--- config.mk ---
export PLATFORM = sky130hd
export DESIGN_NAME = cost_func_unit
export DESIGN_NICKNAME = d
export VERILOG_FILES = /design/src/rtl/cost_func_unit.sv
export SDC_FILE = /design/constraint.sdc
export NUM_CORES = 1
export LEC_CHECK = 0
export BUFFER_PORTS_ARGS = -buffer_cell sky130_fd_sc_hd__buf_2
export CAP_MARGIN = 20
export CELL_PAD_IN_SITES_DETAIL_PLACEMENT = 1
export CELL_PAD_IN_SITES_GLOBAL_PLACEMENT = 2
export CORE_UTILIZATION = 39
export DETAILED_ROUTE_END_ITERATION = 7
export MAX_ROUTING_LAYER = met4
export PLACE_DENSITY = 0.85
export SYNTH_ARGS = -nofsm -noshare
export SYNTH_HDL_FRONTEND = slang
export SYNTH_SLANG_ARGS = --single-unit
--- constraint.sdc ---
create_clock -name clock -period 10.3 [get_ports clock]
set_clock_uncertainty 0.05 [all_clocks]
set_input_delay 1.03 -clock clock [delete_from_list [all_inputs] [get_ports clock]]
set_output_delay 1.03 -clock clock [all_outputs]
set_load 0.005 [all_outputs]
--- src/rtl/cost_func_unit.sv ---
// Piecewise-linear sigmoid + squared-error cost unit sequencing nominal/perturbed passes.
// Optional error counter is built when COST_ERR_COUNT_EN is defined.
module cost_func_unit #(
  parameter int QN           = 6,
  parameter int QM           = 11,
  parameter int BITWIDTH     = QN + QM + 1,
  parameter int PULSE_CYCLES = 2,
  parameter int ERR_CNT_W    = 16
) (
  input  logic                 clock,
  input  logic                 reset,
  input  logic                 dataReadyP,
  input  logic [BITWIDTH-1:0]  networkOutput,
  input  logic                 modelOutput,
  input  logic                 trainingReady,
  input  logic                 clrCount,
  output logic [BITWIDTH-1:0]  costFunc,
  output logic                 newCostFunc,
  output logic                 prediction,
  output logic                 predValid,
  output logic [ERR_CNT_W-1:0] errCount,
  output logic                 busy,
  output logic [2:0]           state_dbg
);

  typedef enum logic [2:0] {IDLE, SIGM, SQR, PULSE, WAIT_TRAIN} state_t;

  localparam int PCW = $clog2(PULSE_CYCLES + 1);
  localparam logic [BITWIDTH-1:0] A_MAX  = {1'b0, {(BITWIDTH-1){1'b1}}};
  localparam logic [BITWIDTH-1:0] A_MIN  = {1'b1, {(BITWIDTH-1){1'b0}}};
  localparam logic [BITWIDTH-1:0] A_FIVE = BITWIDTH'(5 * 2**QM);
  localparam logic [BITWIDTH-1:0] A_BRK  = BITWIDTH'(19 * 2**(QM-3));
  localparam logic [BITWIDTH-1:0] A_ONE  = BITWIDTH'(2**QM);
  localparam logic [BITWIDTH-1:0] C_HI   = BITWIDTH'(27 * 2**(QM-5));
  localparam logic [BITWIDTH-1:0] C_MID  = BITWIDTH'(5 * 2**(QM-3));
  localparam logic [BITWIDTH-1:0] C_LO   = BITWIDTH'(2**(QM-1));
  localparam logic [QM:0]         S_ONE  = (QM+1)'(2**QM);
  localparam logic [QM:0]         S_HALF = (QM+1)'(2**(QM-1));

  state_t               state, state_nxt;
  logic                 pass_q, pass_nxt;
  logic                 dr_q, dr_q2;
  logic [PCW-1:0]       pcnt_q;
  logic [BITWIDTH-1:0]  x_q;
  logic [QM:0]          s_q;
  logic                 m_q;
  logic                 start;

  logic [BITWIDTH-1:0]  a;
  logic [QM:0]          y, s;
  logic [QM+1:0]        target, e, mag;
  logic [2*QM+3:0]      sq;
  logic                 pred_n;

  // Start uses only registered copies of dataReadyP, so no combinational path to state.
  assign start = (state == IDLE) && dr_q && !dr_q2;

  always_comb begin
    a = x_q;
    if (x_q[BITWIDTH-1]) a = (x_q == A_MIN) ? A_MAX : -x_q;
    if (a >= A_FIVE)     y = S_ONE;
    else if (a >= A_BRK) y = (QM+1)'((a >> 5) + C_HI);
    else if (a >= A_ONE) y = (QM+1)'((a >> 3) + C_MID);
    else                 y = (QM+1)'((a >> 2) + C_LO);
    s = x_q[BITWIDTH-1] ? S_ONE - y : y;
  end

  always_comb begin
    target = m_q ? {1'b0, S_ONE} : '0;
    e      = target - {1'b0, s_q};
    mag    = e[QM+1] ? -e : e;
    sq     = (2*QM+4)'(mag) * (2*QM+4)'(mag);
    pred_n = (s_q >= S_HALF);
  end

  always_comb begin
    state_nxt = state;
    pass_nxt  = pass_q;
    case (state)
      IDLE:       if (start) state_nxt = SIGM;
      SIGM:       state_nxt = SQR;
      SQR:        state_nxt = PULSE;
      PULSE: begin
        if (pcnt_q == PCW'(PULSE_CYCLES - 1)) begin
          if (!pass_q) begin
            state_nxt = IDLE;
            pass_nxt  = 1'b1;
          end else begin
            state_nxt = WAIT_TRAIN;
          end
        end
      end
      WAIT_TRAIN: begin
        if (trainingReady) begin
          state_nxt = IDLE;
          pass_nxt  = 1'b0;
        end
      end
      default:    state_nxt = IDLE;
    endcase
  end

  always_ff @(posedge clock or negedge reset) begin
    if (!reset) begin
      state      <= IDLE;
      pass_q     <= 1'b0;
      dr_q       <= 1'b0;
      dr_q2      <= 1'b0;
      pcnt_q     <= '0;
      x_q        <= '0;
      s_q        <= '0;
      m_q        <= 1'b0;
      costFunc   <= '0;
      prediction <= 1'b0;
      predValid  <= 1'b0;
    end else begin
      state     <= state_nxt;
      pass_q    <= pass_nxt;
      dr_q      <= dataReadyP;
      dr_q2     <= dr_q;
      pcnt_q    <= (state == PULSE) ? pcnt_q + PCW'(1) : '0;
      predValid <= 1'b0;
      if (start) x_q <= networkOutput;
      if (state == SIGM) begin
        s_q <= s;
        m_q <= modelOutput;
      end
      if (state == SQR) begin
        costFunc <= BITWIDTH'(sq >> QM);
        if (!pass_q) begin
          prediction <= pred_n;
          predValid  <= 1'b1;
        end
      end
    end
  end

`ifdef COST_ERR_COUNT_EN
  logic [ERR_CNT_W-1:0] err_q;

  // Clear has priority over a same-cycle increment.
  always_ff @(posedge clock or negedge reset) begin
    if (!reset)                  err_q <= '0;
    else if (clrCount)           err_q <= '0;
    else if (state == SQR && !pass_q && (pred_n != m_q) && !(&err_q))
                                 err_q <= err_q + ERR_CNT_W'(1);
  end

  assign errCount = err_q;
`else
  logic unused_clr;
  assign unused_clr = clrCount;
  assign errCount   = '0;
`endif

  assign newCostFunc = (state == PULSE);
  assign busy        = (state != IDLE);
  assign state_dbg   = state;

endmodule
======== After elaboration in Yosys (flattened, before gate mapping) ========
Cells that the tools add are included.
operators by class
  $add $sub $neg .......................... 8
  multipliers ............................. 1
  magnitude comparators ................... 4
  equality and inequality tests ........... 9
  multiplexer cells ....................... 19
  bitwise operators ....................... 1
  reductions and logical operators ........ 9
operators by type and width
  cell                      count
  $mux W12                  5
  $add A12 B11 Y12 const B  3
  $mux W18                  2
  $mul A13 B13 Y26          1
  $eq A18 B18 Y1 const B    1
  $ge A18 B12 Y1 const B    1
  $ge A18 B13 Y1 const B    1
  $ge A18 B14 Y1 const B    1
  $neg A18 Y18              1
  $pmux W3 S5               1
  $mux W13                  1
  $neg A13 Y13              1
  $sub A12 B12 Y13          1
  $ge A12 B11 Y1 const B    1
  $mux W3                   4
  $sub A12 B12 Y12 const A  1
  $eq A3 B2 Y1 const B      2
  $reduce_and A3 Y1         2
  $mux W1                   4
  $ne A2 B2 Y1 const B      2
  $eq A3 B1 Y1 const B      1
  $eq A3 B3 Y1 const B      1
  $logic_not A3 Y1          1
  $reduce_bool A3 Y1        1
  10 further kinds          11
storage, ports and cells
  register bits ........................... 56
  input port bits ......................... 24
  word-level logic and storage cells ...... 62

======== Logic depth before layout (Yosys ltp) ========
Gate-level depths: netlist of run 1.
  depth in word-level cells ............... 9
  depth in mapped cells ................... 32
  mapped depth without buffers ............ 32

======== Least setup slack after synthesis of run 1 ========
No wires, ideal clock.
  kind .................................... reg-to-reg
  start point ............................. reg s_q[0]
  end point ............................... reg costFunc[14]
  data arrival time ....................... 7324 ps
  required time ........................... 10116 ps
  slack ................................... 2792 ps
  cell stages (with the launch flop) ...... 32
  buffers on the path ..................... 0
  clock period less this slack ............ 7508 ps
  cell sequence ........................... dfrtp_1 -> clkinv_1 -> ha_1 -> xnor2_1 -> or3_1 -> or3_1 -> or3_1 -> nor3_1 -> nand2b_1 -> xor2_1 -> inv_1 -> nand2_1 -> fa_1 -> inv_1 -> fa_1 -> fa_1 -> inv_1 -> fa_1 -> inv_1 -> fa_1 -> ha_1 -> nor3_1 -> o21ai_0 -> a31oi_1 -> nor2b_1 -> a311oi_1 -> o21ai_0 -> a31oi_1 -> o211ai_1 -> a21oi_1 -> xor2_1 -> o21ai_0
between the ends
  longest elaborated chain between the ends .. 4
RTL lines
  what                      RTL line  RTL
  start: declaration        45        logic [QM:0] s_q;
  start signal: assignment  125       s_q <= s;
  $sub A12 B12 Y13 (*)      70        e = target - {1'b0, s_q};
  $neg A13 Y13              71        mag = e[QM+1] ? -e : e;
  $mux W13 (*)              71
  $mul A13 B13 Y26 (*)      72        sq = (2*QM+4)'(mag) * (2*QM+4)'(mag);
  end signal: assignment    129       costFunc <= BITWIDTH'(sq >> QM);
  end: declaration          17        output logic [BITWIDTH-1:0] costFunc,
Mark *: on every way between the ends. The rest lies on a longest branch, timed or not.
A chain may end at the register's enable or synchronous reset.

======== Worst setup path after layout of run 1 ========
Same ends and word-level chain as after synthesis.

==> results.yml, run 1 <==
status:
  status: "complete, no violations"
timing:
  rsz0062_at_grt: "false"
  slew_headroom_pct: 37.9
  slew_violations: 0
  timing.final.crit_share_pct: 89.3
  fmaxAchievable_mhz: 109
  fin_crit_ns: 9.19
  max_slew.worst_pin.slew_ns: 0.929
  fin_setup_tns_ns: 0
  hold_violations: 0
  finalSetupViolations: 0
worst_setup_path:
  cp_common_cell: "fa_1"
  critPathMaxFanout: 11
  crit_required_ns: 10.42
  critical_path_class: "reg -> reg"
  cp_slowest_cell: "xor2_1"
  start_kind: "flop"
  arrival_ns: 9.32
  critPathMaxStageDelay_ns: 0.65
  r2r_slack_ns: 1.11
  cp-end-kind: "flop"
floorplanning:
  initial_core_util_pct: 40.0
  die_x_um: 149
  num_io_pins: 65
  core_um2: 21100
  die_h_um: 149
  dieArea_um2: 22200
  row_count: 53
detailed_routing:
  drt_first_iter_violations: 270
  remaining_drc_errors: 0
  wl_mm: 19.8
  vias: 6505
  drtAntennaViolNets: 0
  drtPass1Iterations: 4
  routedWlPerCell_um: 15.4
  vias_per_cell: 5.05
cells_and_area:
  mostFrequentLayoutCells: "inv_1 (179), fa_1 (97), nand2_1 (93)"
  final_common_cell: "inv_1"
  syn_to_final_growth_pct: 7.39
  fin_nets: 1209
  diodes: 0
  layout-drive-gt1-share_pct: 10.9
clock_network:
  numCtsBuffers: 5
  root_buffer: "clkbuf_16"
  clk_path_buf_depth: 2
  hold_buffers: 0
  clk_latency_ns: 0.31
  cts_tree: "built"
  htree_levels: 2
  clkTransAtPathRegs_ns: 0.07
  post_cts_buffers: 0
  cts_resized: 0
  cts_sinks: 56
global_routing:
  grt_max_degree: 57
  grt_pass1_wl_mm: 34.9
  antenna_found_initial: 1
  grt_pass1_vias: 7078
  gr-total-overflow: 0
  track_usage_pct: 20.4
placed_design:
  routabilityCongestion: 0.827
  place.detailed.hpwl_mm: 16.8
  io_buffers: 44
yosys:
  synth_cells: 969
  synth-main-ff-cell: "dfrtp_1"
  yosys.area.top_type: "fa_1"
  syn-cell-area_um2: 8430
  ys_types: 71
  netlist.area_leader.share_pct: 23.0
  synth_seq_area_share_pct: 16.6
  postSynthAreaPerCell_um2: 8.70
  ys_async_sr_fraction_pct: 100
  ys_seq_elements: 56
  synth_edf_count: 0
  synth_area_leaders: "fa_1 (23%), dfrtp_1 (17%), ha_1 (11%)"
  synth_warnings: 0
worst_hold_path:
  hp-class: "reg -> reg"
flow_run:
  max_cap_viol_count: 0
[worst paths after layout]
path	start	to	depth (start not counted)
max in group asynchronous	reset	s_q[1]$_DFFE_PN0P_	2
worst min-delay path	dr_q$_DFF_PN0_	dr_q2$_DFF_PN0_	0
worst max register to register	s_q[0]$_DFFE_PN0P_	costFunc[14]$_DFFE_PN0N_	29
min in group asynchronous	reset	costFunc[8]$_DFFE_PN0N_	2
worst min register to register	dr_q$_DFF_PN0_	dr_q2$_DFF_PN0_	0
worst max-delay path	s_q[0]$_DFFE_PN0P_	costFunc[14]$_DFFE_PN0N_	29
[cell type report]
cell class | instances | area [um2]
Tap cell | 275 | 344
Inverter | 184 | 691
Clock buffer | 5 | 125
Fill cell | 2580 | 12000
Multi-Input combinational cell | 710 | 6160
Timing Repair Buffer | 55 | 303
Clock inverter | 3 | 26.3
Sequential cell | 56 | 1400
[registers in the layout (all words and copies together) (netlist names)]
register,flops
costFunc,15
dr_q,1
dr_q2,1
m_q,1
pass_q,1
pcnt_q,2
predValid,1
prediction,1
s_q,12
state_dbg,3
x_q,18
[cells by family after synthesis]
kind of cell,Yosys count,share of synthesized area [%]
AND/OR/NAND/NOR,274,15.7
buffers and inverters,230,11.5
adder cells (fa/ha/maj),173,34.3
AO/OA/AOI/OAI,142,11.5
XOR/XNOR,67,6.96
flip-flops,56,16.6
multiplexers,25,3.30
other,2,0.0891
[synth_stat cells (all sizes together), types with 20 or more instances]
master	number
ha	76
a21oi	23
dfrtp	56
o21ai	49
nand2	93
nor2	77
mux2	22
xnor2	38
xor2	29
buf	26
inv	180
fa	97
clkbuf	20
[critical path: cells and delay by family (launching register included)]
family / cells / cell delay [ns]
xor+xnor: 3 / 0.99
simple gates: 6 / 1.49
compound gates: 9 / 2.16
flops: 1 / 0.58
buf+inv: 4 / 0.53
fa+ha+maj: 7 / 3.26
[through the flow]
step | instance area, um2 | instances | hold WS (ns) | setup WS [ns] | utilization [%]
5_1_grt | 9050 | 1288 | 0.328 | 0.212 | 42.9
3_5_place_dp | 8900 | 1280 | 0.308 | 1.07 | 42.2
6_report | 9050 | 1288 | 0.322 | 1.11 | 42.9
4_1_cts | 9050 | 1288 | 0.325 | 1.01 | 42.9
2_1_floorplan | 8530 | 996 | 0.297 | 2.79 | -
3_3_place_gp | 8900 | 1280 | 0.302 | 1.22 | 42.2
[routing by layer]
metal / global-route usage [%] / vias up / wire [um] / part of all wire, %
met3: 2.87 / 13 / 637 / 3.2
met5: - / - / 0 / 0
met1: 26.1 / 3248 / 9290 / 47
met2: 34.7 / 83 / 9740 / 49
li1: - / 3161 / - / -
met4: 3.11 / 0 / 170 / 0.86
Power of run 1 is not shown: default switching activity piles up to over one toggle a cycle in this logic, so the estimate is an artifact.
==> run 2: changes to the inputs <==
PLACE_DENSITY = default   (was 0.85)
PLACE_DENSITY_LB_ADDON = 0.25   (was default)
==> run 2 against run 1 <==
Cell count unchanged. Global-route usage down 0.19 points. Count of clock-buffer cells in the layout unchanged. Die area unchanged. Wire length up 1.4%. Critical path type unchanged. Largest cell class unchanged.
==> results.yml, run 2 (same netlist as run 1, synthesis figures left out) <==
status:
  status: "complete, no violations"
cells_and_area:
  top_register: "x_q"
  reg_top3: "x_q (18), costFunc (15), s_q (12)"
  final_common_cell: "inv_1"
  largest_reg_flops: 18
  nFillCells: 2560
  syn_to_final_growth_pct: 7.63
  mostFrequentLayoutCells: "inv_1 (179), fa_1 (97), nand2_1 (93)"
  diodes: 0
  fin_nets: 1209
  layout-drive-gt1-share_pct: 10.9
timing:
  finalSetupViolations: 0
  hold_violations: 0
  rsz0062_at_grt: "false"
  fin_setup_tns_ns: 0
  fin_crit_ns: 9.20
  fmaxAchievable_mhz: 109
  max_slew.worst_pin.slew_ns: 0.996
  slew_violations: 0
  slew_headroom_pct: 32.9
  timing.final.crit_share_pct: 89.3
floorplanning:
  core_um2: 21100
  initial_core_util_pct: 40.0
  die_h_um: 149
  num_io_pins: 65
  row_count: 53
  die_x_um: 149
  dieArea_um2: 22200
worst_setup_path:
  start_kind: "flop"
  critical_path_class: "reg -> reg"
  arrival_ns: 9.39
  critPathMaxStageDelay_ns: 0.60
  cp-end-kind: "flop"
  cp_slowest_cell: "dfrtp_1"
  crit_required_ns: 10.49
  critPathMaxFanout: 11
  cp_common_cell: "fa_1"
detailed_routing:
  vias_per_cell: 4.99
  vias: 6431
  drtAntennaViolNets: 0
  routedWlPerCell_um: 15.6
  remaining_drc_errors: 0
  drt_first_iter_violations: 155
  wl_mm: 20.1
  drtPass1Iterations: 4
clock_network:
  cts_resized: 0
  clk_path_buf_depth: 2
  cts_sinks: 56
  hold_buffers: 0
  root_buffer: "clkbuf_16"
  clkTransAtPathRegs_ns: 0.09
  cts_tree: "built"
  clk_latency_ns: 0.32
  htree_levels: 2
  post_cts_buffers: 0
  numCtsBuffers: 5
global_routing:
  gr-total-overflow: 0
  grt_pass1_wl_mm: 34.3
  track_usage_pct: 20.2
  grt_pass1_vias: 6910
  grt_max_degree: 57
  antenna_found_initial: 0
placed_design:
  place.detailed.hpwl_mm: 16.7
  io_buffers: 44
  routabilityCongestion: 0.815
flow_run:
  max_cap_viol_count: 0
worst_hold_path:
  hp-class: "reg -> reg"
==> run 2: final timing paths <==
path	cells after the start	to	slack (ns)	startpoint
worst max-delay path	29	costFunc[14]$_DFFE_PN0N_	1.10	s_q[0]$_DFFE_PN0P_
worst min-delay path	0	dr_q2$_DFF_PN0_	0.32	dr_q$_DFF_PN0_
worst max register to register	29	costFunc[14]$_DFFE_PN0N_	1.10	s_q[0]$_DFFE_PN0P_
worst min register to register	0	dr_q2$_DFF_PN0_	0.32	dr_q$_DFF_PN0_
max in group asynchronous	2	s_q[10]$_DFFE_PN0P_	8.88	reset
min in group asynchronous	2	costFunc[3]$_DFFE_PN0N_	0.78	reset
==> run 2: cell type report <==
class	instances	area [um2]	area share [%]
well taps	275	344	3.79
clock inverters	3	26.3	0.290
multi-input cells	710	6160	67.9
repair buffers	55	323	3.56
inverters	184	691	7.61
clock buffers	5	125	1.38
flip-flops and latches	56	1400	15.4
==> run 2: through the flow <==
stage / hold WS (ns) / area [um2] / cells / util [%] / setup slack [ns]
final: 0.323 / 9070 / 1288 / 43.0 / 1.10
after global routing: 0.335 / 9070 / 1288 / 43.0 / 0.319
after CTS: 0.328 / 9040 / 1287 / 42.9 / 0.898
after detailed placement: 0.307 / 8890 / 1279 / 42.2 / 0.947
after global placement: 0.299 / 8890 / 1279 / 42.2 / 1.21
after floorplan: 0.297 / 8530 / 996 / - / 2.79
==> run 2: per-layer routing <==
metal / share of wire (%) / track usage [%]
met1: 46 / 25.2
met2: 51 / 35.3
met3: 2.1 / 1.96
met4: 1.0 / 4.29
met5: 0 / -
==> run 2: worst max-delay path: cells and delay by family (launching register included) <==
kind	cells	cell delay, ns
AO/OA/AOI/OAI	9	2.36
XOR/XNOR	3	0.80
adder cells (fa/ha/maj)	7	3.04
buffers and inverters	5	1.01
flip-flops	1	0.60
AND/OR/NAND/NOR	5	1.27
Power of run 2 is left out for the same reason.
==> run 3: changes to the inputs <==
ABC_AREA = 0   (was default)
clock period = 9.1 ns   (was 10.3 ns; I/O delays follow)
==> run 3 against run 2 <==
Flip-flop and latch count did not move. Hold slack better by 0.013 ns. Sequential share of layout area fell by 0.15 points. Via count grew 1.4%. Critical path type unchanged. Cell area rose by 0.95%.
==> results.yml, run 3 (same netlist as run 1, synthesis figures left out) <==
worst_setup_path:
  crit_buf_inv: 7
  r2r_start: "s_q[1]$_DFFE_PN0P_"
  worstSetupStartpoint: "s_q[1]$_DFFE_PN0P_"
  arrival_ns: 8.63
  critPathMaxStageDelay_ns: 0.54
  cp_slowest_cell: "fa_1"
  crit_required_ns: 9.29
  crit_family: "adder cells"
  critPathMaxFanout: 7
  cp-end-kind: "flop"
  start_kind: "flop"
  critical_path_class: "reg -> reg"
clock_network:
  htree_levels: 2
  clkTransAtPathRegs_ns: 0.09
  cts_resized: 0
  numCtsBuffers: 5
  hold_buffers: 0
  clk_path_buf_depth: 2
  cts_tree: "built"
  clk_latency_ns: 0.32
  post_cts_buffers: 0
  cts_sinks: 56
  root_buffer: "clkbuf_16"
floorplanning:
  num_io_pins: 65
  initial_core_util_pct: 40.0
  row_count: 53
  core_um2: 21100
  die_x_um: 149
  die_h_um: 149
  dieArea_um2: 22200
timing:
  hold_ws_ns: 0.337
  fin_setup_tns_ns: 0
  slew_violations: 0
  finalSetupViolations: 0
  fmaxAchievable_mhz: 119
  max_slew.worst_pin.slew_ns: 0.854
  fin_crit_ns: 8.44
  rsz0062_at_grt: "false"
  slew_headroom_pct: 43.1
  hold_violations: 0
  timing.final.crit_share_pct: 92.7
detailed_routing:
  wl_mm: 20.4
  drtPass1Iterations: 4
  vias_per_cell: 5.02
  routedWlPerCell_um: 15.7
  vias: 6520
  drtAntennaViolNets: 0
  remaining_drc_errors: 0
  drt_first_iter_violations: 168
cells_and_area:
  final_common_cell: "inv_1"
  layout.area.seq_um2: 1400
  top_register: "x_q"
  nFillCells: 2565
  layout-drive-gt1-share_pct: 11.9
  reg_top3: "x_q (18), costFunc (15), s_q (12)"
  syn_to_final_growth_pct: 8.65
  mostFrequentLayoutCells: "inv_1 (179), fa_1 (97), nand2_1 (93)"
  multi_input_area_um2: 6170
  largest_reg_flops: 18
  fin_cells: 1298
  fin_nets: 1219
  diodes: 0
placed_design:
  dpl.cell_count: 1288
  place.detailed.hpwl_mm: 17.1
  routabilityCongestion: 0.832
  io_buffers: 44
worst_hold_path:
  min_from: "dr_q$_DFF_PN0_"
  hp-class: "reg -> reg"
global_routing:
  grt_pass1_wl_mm: 35.0
  track_usage_pct: 20.5
  grt_max_degree: 57
  grt_pass1_vias: 7031
  antenna_found_initial: 0
  gr-total-overflow: 0
status:
  status: "complete, no violations"
flow_run:
  max_cap_viol_count: 0
==> run 3: cell count changes in the layout (fill, tap and decap cells not counted), sizes merged <==
cell  delta
buf     +10
==> run 3: path summary, 6_finish.rpt <==
path / end / slack [ns] / depth (start not counted)
worst min-delay path: dr_q2$_DFF_PN0_ / 0.34 / 0
worst max register to register: costFunc[14]$_DFFE_PN0N_ / 0.66 / 33
min in group asynchronous: costFunc[0]$_DFFE_PN0N_ / 0.67 / 2
max in group asynchronous: m_q$_DFFE_PN0P_ / 7.79 / 2
worst max-delay path: costFunc[14]$_DFFE_PN0N_ / 0.66 / 33
worst min register to register: dr_q2$_DFF_PN0_ / 0.34 / 0
==> run 3: layer usage <==
layer | vias up | global-route usage [%] | wire length, um
met1 | 3256 | 25.1 | 9270
met2 | 74 | 36.5 | 10400
met3 | 16 | 2.26 | 479
met4 | 0 | 3.83 | 224
met5 | - | - | 0
li1 | 3174 | - | -
==> run 3: worst reg2reg max path, delay by kind of cell, from the launching register on <==
family / cells / cell delay, ns
flip-flops: 1 / 0.40
AND/OR/NAND/NOR: 8 / 1.90
AO/OA/AOI/OAI: 8 / 1.66
XOR/XNOR: 3 / 0.39
adder cells (fa/ha/maj): 7 / 3.07
buffers and inverters: 7 / 0.86
==> run 3: final cells by class <==
class | instances | share of cell area [%]
clock buffers | 5 | 1.37
clock inverters | 3 | 0.287
inverters | 184 | 7.54
multi-input cells | 710 | 67.4
flip-flops and latches | 56 | 15.3
well taps | 275 | 3.76
repair buffers | 65 | 4.34
==> run 3: per-stage QoR <==
| stage | instance area [um2] | utilization [%] | setup slack [ns] |
|---|---|---|---|
| finish | 9160 | 43.4 | 0.664 |
| global route | 9160 | 43.4 | 0.000492 |
| CTS | 9110 | 43.2 | 0.408 |
| detailed placement | 8960 | 42.5 | 0.403 |
| global placement | 8960 | 42.5 | 0.565 |
| floorplan | 8530 | - | 1.59 |
Power of run 3 is left out for the same reason.
